### src/rtl/seq_cla_sub.sv
// Sequential WIDTH-bit subtractor: one 4-bit lookahead slice per clock, LSB slice first.
// Optional macro SUB_SAT_EN clamps diff to zero on underflow (bout still reports it).
module seq_cla_sub #(
   parameter int WIDTH = 16
) (
   input  logic             clk,
   input  logic             rst_n,
   input  logic             in_valid,
   output logic             in_ready,
   input  logic [WIDTH-1:0] a,
   input  logic [WIDTH-1:0] b,
   input  logic             bin,
   output logic             out_valid,
   input  logic             out_ready,
   output logic [WIDTH-1:0] diff,
   output logic             bout
);

   localparam int NSL = WIDTH / 4;
   localparam int KW  = (NSL > 1) ? $clog2(NSL) : 1;
   localparam logic [KW-1:0] K_LAST = KW'(NSL - 1);

   typedef enum logic [1:0] {IDLE, RUN, DONE} state_t;

   state_t           state_q, state_d;
   logic [KW-1:0]    k_q, k_d;
   logic [WIDTH-1:0] a_q, a_d, b_q, b_d, diff_q, diff_d;
   logic             borrow_q, borrow_d;

   logic [3:0] sa, snb, g, p, sum;
   logic [4:0] c;

   // Subtraction as a + ~b + ~borrow through a full 4-bit lookahead.
   always_comb begin
      sa   = a_q[{k_q, 2'b00} +: 4];
      snb  = ~b_q[{k_q, 2'b00} +: 4];
      g    = sa & snb;
      p    = sa ^ snb;
      c[0] = ~borrow_q;
      c[1] = g[0] | (p[0] & c[0]);
      c[2] = g[1] | (p[1] & g[0]) | (p[1] & p[0] & c[0]);
      c[3] = g[2] | (p[2] & g[1]) | (p[2] & p[1] & g[0]) | (p[2] & p[1] & p[0] & c[0]);
      c[4] = g[3] | (p[3] & g[2]) | (p[3] & p[2] & g[1]) | (p[3] & p[2] & p[1] & g[0])
           | (p[3] & p[2] & p[1] & p[0] & c[0]);
      sum  = p ^ c[3:0];
   end

   always_comb begin
      state_d  = state_q;
      k_d      = k_q;
      a_d      = a_q;
      b_d      = b_q;
      diff_d   = diff_q;
      borrow_d = borrow_q;
      case (state_q)
         IDLE: begin
            if (in_valid) begin
               a_d      = a;
               b_d      = b;
               borrow_d = bin;
               k_d      = '0;
               state_d  = RUN;
            end
         end
         RUN: begin
            diff_d[{k_q, 2'b00} +: 4] = sum;
            borrow_d = ~c[4];
            k_d      = k_q + 1'b1;
            if (k_q == K_LAST) begin
               state_d = DONE;
`ifdef SUB_SAT_EN
               if (borrow_d) diff_d = '0;
`else
`endif
            end
         end
         DONE: begin
            if (out_ready) state_d = IDLE;
         end
         default: state_d = IDLE;
      endcase
   end

   always_ff @(posedge clk) begin
      if (!rst_n) begin
         state_q  <= IDLE;
         k_q      <= '0;
         a_q      <= '0;
         b_q      <= '0;
         diff_q   <= '0;
         borrow_q <= 1'b0;
      end else begin
         state_q  <= state_d;
         k_q      <= k_d;
         a_q      <= a_d;
         b_q      <= b_d;
         diff_q   <= diff_d;
         borrow_q <= borrow_d;
      end
   end

   assign in_ready  = (state_q == IDLE);
   assign out_valid = (state_q == DONE);
   assign diff      = diff_q;
   assign bout      = borrow_q;

endmodule

### config.mk
export PLATFORM = sky130hd
export DESIGN_NAME = seq_cla_sub
export DESIGN_NICKNAME = d
export VERILOG_FILES = /design/src/rtl/seq_cla_sub.sv
export SDC_FILE = /design/constraint.sdc
export NUM_CORES = 1
export LEC_CHECK = 0
export BUFFER_PORTS_ARGS = -buffer_cell sky130_fd_sc_hd__buf_2
export CAP_MARGIN = 30
export CORE_MARGIN = 5
export CORE_UTILIZATION = 45
export DETAILED_ROUTE_END_ITERATION = 8
export GPL_TIMING_DRIVEN = 0
export PLACE_DENSITY = 0.76
export SKIP_LAST_GASP = 1
export SYNTH_ARGS = -nofsm -noshare
export SYNTH_HDL_FRONTEND = slang
export SYNTH_SLANG_ARGS = --single-unit
### constraint.sdc
create_clock -name clk -period 5.5 [get_ports clk]
set_clock_uncertainty 0.1 [all_clocks]
set_input_delay 0.55 -clock clk [delete_from_list [all_inputs] [get_ports clk]]
set_output_delay 0.55 -clock clk [all_outputs]
set_load 0.02 [all_outputs]
==> flow_summary.ini <==
[detailed_routing]
highest_layer = met4
vias = 2102
drt-total-wl_um = 5450
final_antenna_net_count = 0
route.met2.wl_um = 2640
via_per_inst = 5.13
met3_length_um = 205
drt_iter0_drc = 115
post_drt_wl_per_cell_um = 13.3
route.detailed.drc = 0
drt-pass1-iter-count = 4
wl_met1_um = 2490

[placed_design]
dp_cells = 402
placed_area_um2 = 2780
port_buffers = 55
gp_congestion = 0.871
dpl_worst_slack_ns = 2.60
dp_hpwl_um = 4200

[final_layout]
drive_gt1_share_pct = 24.1
final_cells = 410
final_area_um2 = 2900
fill_cells = 493
fin_nets = 387
multiInputGateArea_um2 = 1240
regArea_um2 = 1060
area_delta_synth_final_pct = 19.8
utilization_pct = 56.0
antenna_cells = 0

[power_and_ir_drop]
p_int_mw = 0.617
p_leak_nw = 1.21
peakVddDrop_mv = 0.158
p_seq_share_pct = 49.3
p_switching_mw = 0.223
clkPwrFrac_pct = 32.2
p_per_area_nw_per_um2 = 290
finalPower_mw = 0.839
power_frac_comb_pct = 18.5
swShare_pct = 26.5

[sta]
fmax_mhz = 348
worst_pin_slew_ns = 0.587
hold_viol = 0
layout_min_cycle_time_ns = 2.87
fin_crit_sh_pct = 52.2
setup_viol = 0
slew_violations = 0
postLayoutSetupSlackWorst_ns = 2.63
relSlewSlack_pct = 60.9
finalSetupTns_ns = 0
rsz0062_at_grt = no
hold_ws_ns = 0.356

[floorplanning]
start_util_pct = 46.8
dieArea_um2 = 6940
die_h_um = 83.3
fp.coreArea_um2 = 5170
die_w_um = 83.3
io_pins = 56
fp-row-count = 26

[synth]
postSynthAreaPerCell_um2 = 8.73
synthFlopType = dfxtp_1
yosysTopAreaCell = dfxtp_1
synth_warnings = 0
synth_edf_count = 0
synthTopCellsByArea = dfxtp_1 (44%), nand2_1 (12%), a21oi_1 (7.4%)
synth_top_area_share_pct = 43.9
syn_nets = 325
syn_inst = 277
async_flop_share_pct = 0
synth_seq_area_share_pct = 43.9
yosys.cell_types.count = 36
synth_area_um2 = 2420
ys_ff_latch = 53

[cts]
cts_tree = done
htree_levels = 2
postCtsSetupRepairBufs = 0
clockBufferDepth = 2
clkLatencyLatePin_ns = 0.30
cts_hold_buf = 0
clk_pin_slew_ns = 0.09
postCtsResizedCells = 0
cts_sinks = 53
clockRootBuffer = clkbuf_8
cts_buffers = 5

[hold_path]
hold_path_depth = 2
min_path_type = flip-flop to flip-flop
holdPathEnd = diff[10]$_SDFFE_PN0P_
hp-start = diff[10]$_SDFFE_PN0P_

[critical_path]
cp_slowest_cell = mux4_2
cp-start-kind = flip-flop
crit_path_end_kind = flip-flop
reg2reg_depth = 7
critPathArrivalTime_ns = 2.98
cp_cell_sequence = buf_4, mux4_2, ha_1, and2_4, a221oi_2, xnor2_1, a31o_1
reg2reg_to = diff[15]$_SDFFE_PN0P_
slowest_delay_ns = 0.54
crit_required_ns = 5.60
critical_path.max_fanout = 10
crit_type = flip-flop to flip-flop
worstReg2RegStart = k_q[0]$_SDFFE_PN0P_
timing.reg2reg.setup_slack_ns = 2.63

[flow_run]
drv_cap = 0

[outcome]
status = finished, final reports clean

[global_routing]
grt_pass1_vias = 2090
grt_pass1_wl_um = 9480
grt_usage_pct = 16.6
grt_remaining_overflow = 0
grt_antenna_before_repair = 0
grt_max_degree = 16
-- cells in the mapped netlist (3+ instances only) --
cell type / count
inv_1: 9
buf_4: 4
nor2_1: 14
clkbuf_1: 9
mux4_2: 8
nand2_1: 78
nor3_1: 3
a31o_1: 4
nand3_1: 3
buf_2: 3
a22oi_1: 7
and3_1: 4
o21ai_0: 5
ha_1: 10
a21oi_1: 36
dfxtp_1: 53
-- placed cells by master (no fill, tap or decap), types with 4 or more instances in the layout --
cell      Yosys  layout
nand2_1      78      78
buf_2         3      58
dfxtp_1      53      53
a21oi_1      36      36
nor2_1       14      14
clkbuf_1      9      10
ha_1         10      10
inv_1         9       9
mux4_2        8       8
a22oi_1       7       7
clkbuf_8      0       6
o21ai_0       5       5
buf_4         4       4
and3_1        4       4
a31o_1        4       4
-- final cells by class --
cell class / count / share of cell area, %
clock buffer: 7 / 2.98
inverter: 10 / 1.30
tap: 70 / 3.02
timing repair buffer: 55 / 9.50
sequential: 53 / 36.6
buffer: 16 / 2.72
clock inverter: 1 / 1.04
multi-input combinational: 198 / 42.8
-- cells by family after synthesis --
| logic type | after synthesis | synth area share [%] |
|---|---|---|
| and+or+nand+nor | 114 | 20.9 |
| AOI/OAI and AO/OA | 60 | 15.1 |
| DFF | 53 | 43.9 |
| buffers and inverters | 26 | 4.81 |
| adders and majority gates | 11 | 6.00 |
| muxes | 10 | 8.28 |
| xor gates and xnor gates | 3 | 1.09 |
-- per-layer routing --
metal  vias to the layer above  GRT usage [%]
met5                         -              0
met4                         0           6.24
met3                        11           3.47
met2                        46           27.9
met1                       975           20.8
li1                       1070              -
-- worst max path at each step --
stage                        start               endpoint  cells after the start
2_1_floorplan  k_q[0]$_SDFFE_PN0P_  diff[11]$_SDFFE_PN0P_                      7
3_3_place_gp   k_q[0]$_SDFFE_PN0P_  diff[11]$_SDFFE_PN0P_                      7
3_5_place_dp   k_q[0]$_SDFFE_PN0P_  diff[11]$_SDFFE_PN0P_                      7
4_1_cts        k_q[0]$_SDFFE_PN0P_  diff[15]$_SDFFE_PN0P_                      7
5_1_grt        k_q[0]$_SDFFE_PN0P_  diff[15]$_SDFFE_PN0P_                      7
6_report       k_q[0]$_SDFFE_PN0P_  diff[15]$_SDFFE_PN0P_                      7
-- power by group through the flow --
stage	combinational, mW	sequential, mW	clock (mW)
after floorplan	0.107	0.424	0
after global placement	0.152	0.422	0
after detailed placement	0.156	0.423	0
after CTS	0.156	0.413	0.274
after global routing	0.175	0.416	0.291
final	0.156	0.414	0.270
-- sequential cells by signal (all words and copies together), names as in the netlist --
register / count
bout: 1
a_q: 16
b_q: 16
diff: 16
state_q: 2
k_q: 2
-- critical path: cells and delay by family, from the launching register on --
kind / cells / cell delay (ns)
AO/OA/AOI/OAI: 2 / 0.55
XOR/XNOR: 1 / 0.18
adder cells (fa/ha/maj): 1 / 0.38
buffers and inverters: 1 / 0.30
flip-flops: 1 / 0.52
multiplexers: 1 / 0.54
AND/OR/NAND/NOR: 1 / 0.19
No activity file was read; power rests on OpenSTA's default activity.
